### config.mk
export PLATFORM = sky130hd
export DESIGN_NAME = alu_rs
export DESIGN_NICKNAME = d
export VERILOG_FILES = /design/src/rtl/alu_rs.sv
export SDC_FILE = /design/constraint.sdc
export NUM_CORES = 1
export LEC_CHECK = 0
export CORE_ASPECT_RATIO = 1.4
export CORE_MARGIN = 2
export CORE_UTILIZATION = 47
export CTS_CLUSTER_SIZE = 14
export DETAILED_ROUTE_END_ITERATION = 8
export GPL_ROUTABILITY_DRIVEN = 0
export HOLD_SLACK_MARGIN = 0.06
export PLACE_DENSITY = 0.68
export SKIP_LAST_GASP = 1
export SYNTH_ARGS = -nofsm -noshare
export SYNTH_HDL_FRONTEND = slang
export SYNTH_SLANG_ARGS = --single-unit
### constraint.sdc
create_clock -name clk -period 6.7 [get_ports clk]
set_input_delay 1.34 -clock clk [delete_from_list [all_inputs] [get_ports clk]]
set_output_delay 1.34 -clock clk [all_outputs]
set_load 0.01 [all_outputs]
### src/rtl/alu_rs.sv
// Reservation station feeding the integer ALU: buffers renamed micro-ops, snoops the CDB,
// and issues the oldest ready entry into a registered slot. Optional macro: ALU_RS_WAKEUP_BYPASS_EN.
module alu_rs #(
    parameter int DEPTH = 4,
    parameter int TAG_W = 7,
    parameter int ROB_W = 3
) (
    input  logic             clk,
    input  logic             rst,
    input  logic             disp_valid,
    output logic             disp_ready,
    input  logic [4:0]       disp_opcode,
    input  logic [2:0]       disp_funct3,
    input  logic             disp_funct7,
    input  logic             disp_rs1_rdy,
    input  logic             disp_rs2_rdy,
    input  logic [TAG_W-1:0] disp_rs1_tag,
    input  logic [TAG_W-1:0] disp_rs2_tag,
    input  logic [31:0]      disp_rs1_data,
    input  logic [31:0]      disp_rs2_data,
    input  logic [31:0]      disp_imm,
    input  logic [31:0]      disp_pc,
    input  logic [ROB_W-1:0] disp_rob_idx,
    input  logic [TAG_W-1:0] disp_rd,
    input  logic             cdb_valid,
    input  logic [TAG_W-1:0] cdb_tag,
    input  logic [31:0]      cdb_data,
    input  logic             flush,
    output logic             alu_i_valid,
    output logic [4:0]       alu_opcode,
    output logic [2:0]       alu_funct3,
    output logic             alu_funct7,
    output logic [31:0]      alu_rs1_data,
    output logic [31:0]      alu_rs2_data,
    output logic [31:0]      alu_imm,
    output logic [31:0]      alu_pc,
    output logic [ROB_W-1:0] alu_i_rob_idx,
    output logic [TAG_W-1:0] alu_i_rd
);
    localparam int IDX_W = (DEPTH > 1) ? $clog2(DEPTH) : 1;

    logic [DEPTH-1:0] valid, rs1_rdy, rs2_rdy;
    logic [DEPTH-1:0] older [DEPTH];
    logic [4:0]       e_opcode [DEPTH];
    logic [2:0]       e_funct3 [DEPTH];
    logic [DEPTH-1:0] e_funct7;
    logic [TAG_W-1:0] e_rs1_tag [DEPTH];
    logic [TAG_W-1:0] e_rs2_tag [DEPTH];
    logic [31:0]      e_rs1_data [DEPTH];
    logic [31:0]      e_rs2_data [DEPTH];
    logic [31:0]      e_imm [DEPTH];
    logic [31:0]      e_pc [DEPTH];
    logic [ROB_W-1:0] e_rob [DEPTH];
    logic [TAG_W-1:0] e_rd [DEPTH];

    logic [DEPTH-1:0] rs1_wake, rs2_wake, ready, sel;
    logic             sel_found;
    logic [IDX_W-1:0] sel_idx, free_idx;
    logic [31:0]      sel_rs1_data, sel_rs2_data;
    logic             disp_fire, disp_rs1_hit, disp_rs2_hit;

    assign disp_ready   = ~&valid;
    assign disp_fire    = disp_valid && disp_ready && !flush;
    assign disp_rs1_hit = !disp_rs1_rdy && cdb_valid && (cdb_tag == disp_rs1_tag);
    assign disp_rs2_hit = !disp_rs2_rdy && cdb_valid && (cdb_tag == disp_rs2_tag);

    always_comb begin
        rs1_wake = '0;
        rs2_wake = '0;
        ready    = '0;
        for (int i = 0; i < DEPTH; i++) begin
            rs1_wake[i] = valid[i] && !rs1_rdy[i] && cdb_valid && (cdb_tag == e_rs1_tag[i]);
            rs2_wake[i] = valid[i] && !rs2_rdy[i] && cdb_valid && (cdb_tag == e_rs2_tag[i]);
`ifdef ALU_RS_WAKEUP_BYPASS_EN
            ready[i] = valid[i] && (rs1_rdy[i] || rs1_wake[i]) && (rs2_rdy[i] || rs2_wake[i]);
`else
            ready[i] = valid[i] && rs1_rdy[i] && rs2_rdy[i];
`endif
        end
    end

    // older[j][i] set means entry j was dispatched before entry i
    always_comb begin
        sel       = '0;
        sel_found = 1'b0;
        sel_idx   = '0;
        free_idx  = '0;
        for (int i = 0; i < DEPTH; i++) begin
            sel[i] = ready[i];
            for (int j = 0; j < DEPTH; j++) begin
                if (j != i && ready[j] && older[j][i]) sel[i] = 1'b0;
            end
        end
        for (int i = 0; i < DEPTH; i++) begin
            if (sel[i]) begin
                sel_found = 1'b1;
                sel_idx   = IDX_W'(i);
            end
        end
        for (int i = DEPTH - 1; i >= 0; i--) begin
            if (!valid[i]) free_idx = IDX_W'(i);
        end
    end

    always_comb begin
        sel_rs1_data = e_rs1_data[sel_idx];
        sel_rs2_data = e_rs2_data[sel_idx];
`ifdef ALU_RS_WAKEUP_BYPASS_EN
        if (!rs1_rdy[sel_idx]) sel_rs1_data = cdb_data;
        if (!rs2_rdy[sel_idx]) sel_rs2_data = cdb_data;
`endif
    end

    always_ff @(posedge clk or posedge rst) begin
        if (rst) begin
            valid   <= '0;
            rs1_rdy <= '0;
            rs2_rdy <= '0;
        end else if (flush) begin
            valid <= '0;
        end else begin
            for (int i = 0; i < DEPTH; i++) begin
                if (rs1_wake[i]) rs1_rdy[i] <= 1'b1;
                if (rs2_wake[i]) rs2_rdy[i] <= 1'b1;
            end
            if (sel_found) valid[sel_idx] <= 1'b0;
            if (disp_fire) begin
                valid[free_idx]   <= 1'b1;
                rs1_rdy[free_idx] <= disp_rs1_rdy || disp_rs1_hit;
                rs2_rdy[free_idx] <= disp_rs2_rdy || disp_rs2_hit;
            end
        end
    end

    // Payload and age storage need no reset; the valid bits qualify them
    always_ff @(posedge clk) begin
        if (!flush) begin
            for (int i = 0; i < DEPTH; i++) begin
                if (rs1_wake[i]) e_rs1_data[i] <= cdb_data;
                if (rs2_wake[i]) e_rs2_data[i] <= cdb_data;
            end
            if (disp_fire) begin
                e_opcode[free_idx]   <= disp_opcode;
                e_funct3[free_idx]   <= disp_funct3;
                e_funct7[free_idx]   <= disp_funct7;
                e_rs1_tag[free_idx]  <= disp_rs1_tag;
                e_rs2_tag[free_idx]  <= disp_rs2_tag;
                e_rs1_data[free_idx] <= disp_rs1_rdy ? disp_rs1_data : cdb_data;
                e_rs2_data[free_idx] <= disp_rs2_rdy ? disp_rs2_data : cdb_data;
                e_imm[free_idx]      <= disp_imm;
                e_pc[free_idx]       <= disp_pc;
                e_rob[free_idx]      <= disp_rob_idx;
                e_rd[free_idx]       <= disp_rd;
                for (int j = 0; j < DEPTH; j++) older[j][free_idx] <= 1'b1;
                older[free_idx] <= '0;
            end
        end
    end

    always_ff @(posedge clk or posedge rst) begin
        if (rst) begin
            alu_i_valid   <= 1'b0;
            alu_opcode    <= '0;
            alu_funct3    <= '0;
            alu_funct7    <= 1'b0;
            alu_rs1_data  <= '0;
            alu_rs2_data  <= '0;
            alu_imm       <= '0;
            alu_pc        <= '0;
            alu_i_rob_idx <= '0;
            alu_i_rd      <= '0;
        end else if (flush) begin
            alu_i_valid <= 1'b0;
        end else begin
            alu_i_valid <= sel_found;
            if (sel_found) begin
                alu_opcode    <= e_opcode[sel_idx];
                alu_funct3    <= e_funct3[sel_idx];
                alu_funct7    <= e_funct7[sel_idx];
                alu_rs1_data  <= sel_rs1_data;
                alu_rs2_data  <= sel_rs2_data;
                alu_imm       <= e_imm[sel_idx];
                alu_pc        <= e_pc[sel_idx];
                alu_i_rob_idx <= e_rob[sel_idx];
                alu_i_rd      <= e_rd[sel_idx];
            end
        end
    end
endmodule

==> results of run 1 <==
[cell type report]
type | instances | area, sq um | area share, %
antenna | 12 | 30.0 | 0.0731
clock buffer | 117 | 2230 | 5.44
clock inverter | 32 | 335 | 0.817
inverter | 5 | 33.8 | 0.0823
multi-input combinational | 1477 | 9850 | 24.0
sequential | 816 | 23600 | 57.4
tap | 952 | 1190 | 2.90
timing repair buffer | 385 | 3800 | 9.26
[placed cells by master (no fill, tap or decap), types with 23 or more instances in the layout]
| cell type | count |
|---|---|
| clkbuf_1 | 29 |
| nand2_1 | 449 |
| a31oi_1 | 147 |
| nor2_1 | 177 |
| buf_4 | 28 |
| edfxtp_1 | 644 |
| mux2_4 | 90 |
| o21ai_0 | 150 |
| mux2_1 | 31 |
| a31o_1 | 32 |
| mux2_2 | 135 |
| clkdlybuf4s50_1 | 355 |
| dfrtp_1 | 160 |
| clkbuf_16 | 81 |
| a31o_2 | 115 |
| xnor2_1 | 49 |
| nand4_1 | 23 |
[logic make-up after synthesis]
| group | count (synthesis) | share of synthesized area (%) |
|---|---|---|
| xor gates and xnor gates | 70 | 1.79 |
| muxes | 256 | 9.41 |
| buffers and inverters | 176 | 2.68 |
| and+or+nand+nor | 685 | 8.06 |
| AOI/OAI and AO/OA | 466 | 9.13 |
| DFF | 816 | 68.9 |
[stage by stage]
stage	hold slack [ns]	total power, mW
2_1_floorplan	0.422	7.45
3_3_place_gp	0.454	8.87
3_5_place_dp	0.448	8.95
4_1_cts	0.457	13.4
5_1_grt	0.475	13.8
6_report	0.457	13.3
[power by group through the flow]
stage	sequential [mW]	combinational [mW]	clock [mW]
4_1_cts	6.40	2.45	4.53
5_1_grt	6.45	2.62	4.72
3_3_place_gp	6.48	2.40	0
6_report	6.40	2.42	4.45
2_1_floorplan	6.58	0.870	0
3_5_place_dp	6.50	2.45	0
[worst max path at each step]
stage / from / to / slack (ns)
6_report: flush / e_rs1_data[3][16] / 2.55
5_1_grt: flush / e_rs1_data[3][15] / 2.45
4_1_cts: flush / e_rs1_data[3][7] / 2.51
3_5_place_dp: flush / e_rs1_data[3][17] / 1.86
3_3_place_gp: flush / e_rs1_data[3][17] / 1.89
2_1_floorplan: cdb_tag[0] / e_rs2_data[2][0] / 0.94
[worst register-to-register path, stage by stage (launching register included)]
cell	delay, ns
dfrtp_1	0.72
nand4_1	0.31
nand4_4	0.57
buf_4	0.65
buf_4	0.73
o21ai_0	0.29
a31o_2	0.28
a31oi_1	0.16
[state kept, by name, summed over array words and instances (netlist names), 20 cells and up]
name and cells:
e_rs2_data 128, e_rs2_tag 28, alu_imm 32, e_rs1_tag 28, e_opcode 20, alu_pc 32
e_pc 128, alu_rs2_data 32, alu_rs1_data 32, e_rs1_data 128, e_imm 128, e_rd 28
[metal layers]
layer / vias to the layer above / GRT usage [%] / routed length (um)
li1: 9748 / - / -
met1: 11079 / 30.2 / 36600
met2: 756 / 42.9 / 47400
met3: 187 / 5.03 / 6410
met4: 20 / 9.90 / 2790
met5: - / 0 / 132
==> impl_metrics.json, run 1 <==
{
  "post-route-min-period_ns": 4.15,
  "synthTopCellsByCount": "644 x edfxtp_1, 452 x nand2_1, 178 x nor2_1",
  "ctsLongestPathBuffers": 3,
  "path_class": "in2reg",
  "grt_remaining_overflow": 0,
  "first_global_vias": 22578,
  "insertion_delay_ns": 0.64,
  "drtIter0Drc": 1678,
  "switchingPower_mw": 3.44,
  "synth_cell_types": 47,
  "ys_seq_elements": 816,
  "wire_per_inst_um": 24.6,
  "syn-mean-instance-area_sq_um": 13.9,
  "crit_chain": "clkdlybuf4s50_1 > nand3b_4 > or3_4 > inv_4 > nand2_2 > mux2_2",
  "synthFlopType": "edfxtp_1",
  "combPwrFrac_pct": 18.2,
  "cts-resized-gates": 0,
  "final_area_sq_um": 41100,
  "grt_setup_unrepaired": "false",
  "cp.required_ns": 7.08,
  "cp_data_arrival_time_ns": 4.53,
  "reg2reg_slack_ns": 2.89,
  "syn_inst": 2469,
  "drc": 0,
  "cp_top_family": "simple AND/OR/NAND/NOR gates",
  "synth.cell_area_sq_um": 34200,
  "reg2reg_to": "alu_i_rob_idx[2]",
  "status": "complete, no violations",
  "finalCritPeriodShare_pct": 62.0,
  "cts_tree": "yes",
  "max_stage_delay_ns": 0.81,
  "dr.pass1.iters": 5,
  "placed_cells": 3635,
  "tightestPinTransition_ns": 1.21,
  "hold_depth": 2,
  "synthesis.nets": 2676,
  "fillers": 5803,
  "p_clk_share_pct": 33.5,
  "grt_pass1_wl_um": 138000,
  "finalSetupTns_ns": 0,
  "yosysSeqAreaShare_pct": 68.9,
  "pre_cts_ws_ns": 1.86,
  "dpl.hpwl_um": 55200,
  "fmaxAchievable_mhz": 241,
  "p_sw_share_pct": 26.0,
  "synth_edf_count": 644,
  "clkTransAtPathRegs_ns": 0.07,
  "yosysWarnings": 0,
  "avgViaCountPerCell": 5.74,
  "peakVddDrop_mv": 0.195,
  "hold_violations": 0,
  "crit_path_end_kind": "flip-flop",
  "fin_ws_ns": 2.55,
  "crit_path_max_fanout": 40,
  "reg2regPathDepth": 7,
  "maxCapViolCount": 0,
  "p_int_mw": 9.82,
  "slew_viol_final": 0,
  "netlist_top_cells_area": "edfxtp_1 57%, dfrtp_1 12%, nand2_1 5.0%",
  "fin_cells": 3796,
  "port_buffers": 355,
  "setup_viol": 0,
  "clock_skew_ns": 0.0213,
  "seq_power_share_pct": 48.2,
  "holdPathEnd": "older[2][3]",
  "post_cts_buffers": 0,
  "p_leak_nw": 14.4,
  "die_width_um": 232,
  "reg2reg_from": "valid[1]",
  "vias": 21790,
  "drt-total-wl_um": 93300,
  "io_pins": 356,
  "crit_buf_inv": 2,
  "min-delay-path-class": "reg2reg",
  "worstSetupPathDepth": 6,
  "fin_util_pct": 56.7,
  "relSlewSlack_pct": 19.1,
  "antenna_found_initial": 23,
  "cp-start-kind": "input port",
  "place_area_sq_um": 38500,
  "cts_htree_levels": 3,
  "grt_max_degree": 222,
  "die_h_um": 323,
  "die_area_sq_um": 75000,
  "cts.sinks": 816,
  "yosysTopAreaCell": "edfxtp_1",
  "areaGrowthSynthToFinish_pct": 20.0,
  "placementRows": 117,
  "hold_buffers": 0,
  "synth.most_common_cell": "edfxtp_1",
  "numCtsBuffers": 80,
  "design.final.nets": 2972,
  "synth_top_area_share_pct": 56.5,
  "cp_slowest_cell": "nand2_2",
  "p_per_area_nw_per_um2": 323,
  "root_buffer": "clkbuf_16",
  "drive_gt1_share_pct": 18.0,
  "ant_nets": 0,
  "grtUsageTotal_pct": 24.8,
  "synthArstFlopShare_pct": 19.6,
  "min-delay-start": "older[2][3]",
  "initial_core_util_pct": 47.2,
  "coreArea_sq_um": 72500
}
(Power assumes the default switching activity.)
==> inputs of run 2 (changes only) <==
==> constraint.sdc (replaced) <==
create_clock -name clk -period 3.95 [get_ports clk]
set_input_delay 0.79 -clock clk [delete_from_list [all_inputs] [get_ports clk]]
set_output_delay 0.79 -clock clk [all_outputs]
set_load 0.01 [all_outputs]
==> run 2 against run 1 <==
  * Clock skew rose by 0.0087 ns
  * Largest cell class unchanged
  * Hold slack better by 0.020 ns
  * Total power increased by 68%
  * Sequential cell count unchanged
  * Critical path depth unchanged
  * Clock power rose by 63%
  * Clock-buffer cell count fell by 4
  * Via count is 0.51% higher
  * Critical path type unchanged
  * Wire length increased by 0.75%
  * Die area unchanged
  * Highest routed layer unchanged
  * Design area rose by 0.87%
==> impl_metrics.json, run 2 (synthesis gave the netlist of run 1 again) <==
{
  "io_pins": 356,
  "drtIter0Drc": 1848,
  "most-common-layout-cells": "644 x edfxtp_1, 449 x nand2_1, 355 x clkdlybuf4s50_1",
  "reg2reg_to": "alu_imm[2]",
  "die_width_um": 232,
  "grtUsageTotal_pct": 24.8,
  "fin_ws_ns": 1.02,
  "maxCapViolCount": 0,
  "finalSetupTns_ns": 0,
  "hold_ws_ns": 0.476,
  "reg2regPathDepth": 6,
  "min-delay-path-class": "reg2reg",
  "initial_core_util_pct": 47.2,
  "status": "complete, no violations",
  "p_per_area_nw_per_um2": 538,
  "insertion_delay_ns": 0.64,
  "crit_path_end_kind": "flip-flop",
  "grt_max_degree": 212,
  "first_global_vias": 22701,
  "port_buffers": 355,
  "finalCritPeriodShare_pct": 74.2,
  "clkTransAtPathRegs_ns": 0.06,
  "cts.sinks": 816,
  "setup_viol": 0,
  "root_buffer": "clkbuf_16",
  "placed_cells": 3652,
  "die_area_sq_um": 75000,
  "mostFrequentLayoutCell": "edfxtp_1",
  "crit_chain": "clkdlybuf4s50_1 > nand3b_4 > or3_1 > inv_4 > nand2_4 > mux2_4",
  "slew_viol_final": 0,
  "antenna_found_initial": 14,
  "post-route-min-period_ns": 2.93,
  "cp_slowest_cell": "clkdlybuf4s50_1",
  "cp_data_arrival_time_ns": 3.30,
  "min-delay-start": "older[1][0]",
  "post_cts_buffers": 0,
  "grt_pass1_wl_um": 139000,
  "grt_remaining_overflow": 0,
  "relSlewSlack_pct": 15.3,
  "clock_skew_ns": 0.0300,
  "cts_tree": "yes",
  "drt-total-wl_um": 94000,
  "hold_violations": 0,
  "design.final.nets": 2987,
  "dpl.hpwl_um": 54500,
  "hold_buffers": 0,
  "drive_gt1_share_pct": 18.5,
  "reg2reg_slack_ns": 1.13,
  "cp-start-kind": "input port",
  "wire_per_inst_um": 24.7,
  "fillers": 5711,
  "fin_cells": 3800,
  "avgViaCountPerCell": 5.76,
  "pre_cts_ws_ns": 0.422,
  "fmaxAchievable_mhz": 341,
  "drc": 0,
  "coreArea_sq_um": 72500,
  "path_class": "in2reg",
  "hold_depth": 2,
  "holdPathEnd": "older[1][0]",
  "cts-resized-gates": 0,
  "crit_path_max_fanout": 32,
  "grt_setup_unrepaired": "false",
  "tightestPinTransition_ns": 1.27,
  "cts_htree_levels": 3,
  "ant_nets": 0,
  "reg2reg_from": "valid[1]",
  "max_stage_delay_ns": 0.59,
  "placementRows": 117,
  "p_leak_nw": 14.6,
  "dr.pass1.iters": 5,
  "peakVddDrop_mv": 0.343,
  "ctsLongestPathBuffers": 3,
  "numCtsBuffers": 78,
  "vias": 21902,
  "cp.required_ns": 4.32,
  "die_h_um": 323,
  "areaGrowthSynthToFinish_pct": 21.0
}
-- run 2: cell types whose count changed in the layout (fill, tap and decap cells not counted), moves of 4 or more --
cell	delta
buf_12	+25
o41ai_2	-4
inv_6	-4
buf_4	-8
o41ai_4	+4
clkinv_2	+4
diode_2	-9
-- run 2: worst max-delay path by stage --
stage	startpoint	endpoint	slack, ns	depth (start not counted)
after global placement	flush	e_rs1_data[2][12]	0.46	6
final	flush	e_rs1_data[2][11]	1.02	6
after CTS	valid[1]	disp_ready	1.05	2
after detailed placement	flush	e_rs1_data[2][11]	0.42	6
after global routing	flush	e_rs1_data[2][11]	0.95	6
after floorplan	flush	e_rs1_data[1][0]	0.06	3
-- run 2: through the flow --
stage,cell area (sq um),total power [mW],util [%]
after floorplan,34300,12.6,-
after global placement,38900,15.1,53.7
after detailed placement,38900,15.2,53.7
after CTS,41400,22.4,57.1
after global routing,41400,23.1,57.2
final,41400,22.3,57.2
-- run 2: power breakdown --
part	internal [mW]	leakage, nW	switching (mW)
clock network	4.09	1.20	3.19
registers	10.2	7.70	0.608
logic	2.19	5.71	1.98
total	16.5	14.6	5.78
-- run 2: routing by layer --
metal	wire, um	vias to the layer above	GRT usage [%]
met5	126	-	0
met4	2470	18	8.79
met3	6480	171	5.03
met2	47900	766	43.4
met1	37100	11181	30.4
li1	-	9766	-
-- run 2: worst max-delay path: cells and delay by family --
family | cells | cell delay (ns)
muxes | 1 | 0.47
buffers and inverters | 2 | 0.75
and+or+nand+nor | 3 | 1.26
-- run 2: final cells by class --
cell class	instances	area (sq um)	area share, %
inverters	5	30.0	0.0725
diodes	3	7.51	0.0181
well taps	952	1190	2.88
clock inverters	32	267	0.644
clock buffers	113	2200	5.31
flip-flops and latches	816	23600	56.9
multi-input cells	1477	9900	23.9
repair buffers	402	4240	10.2
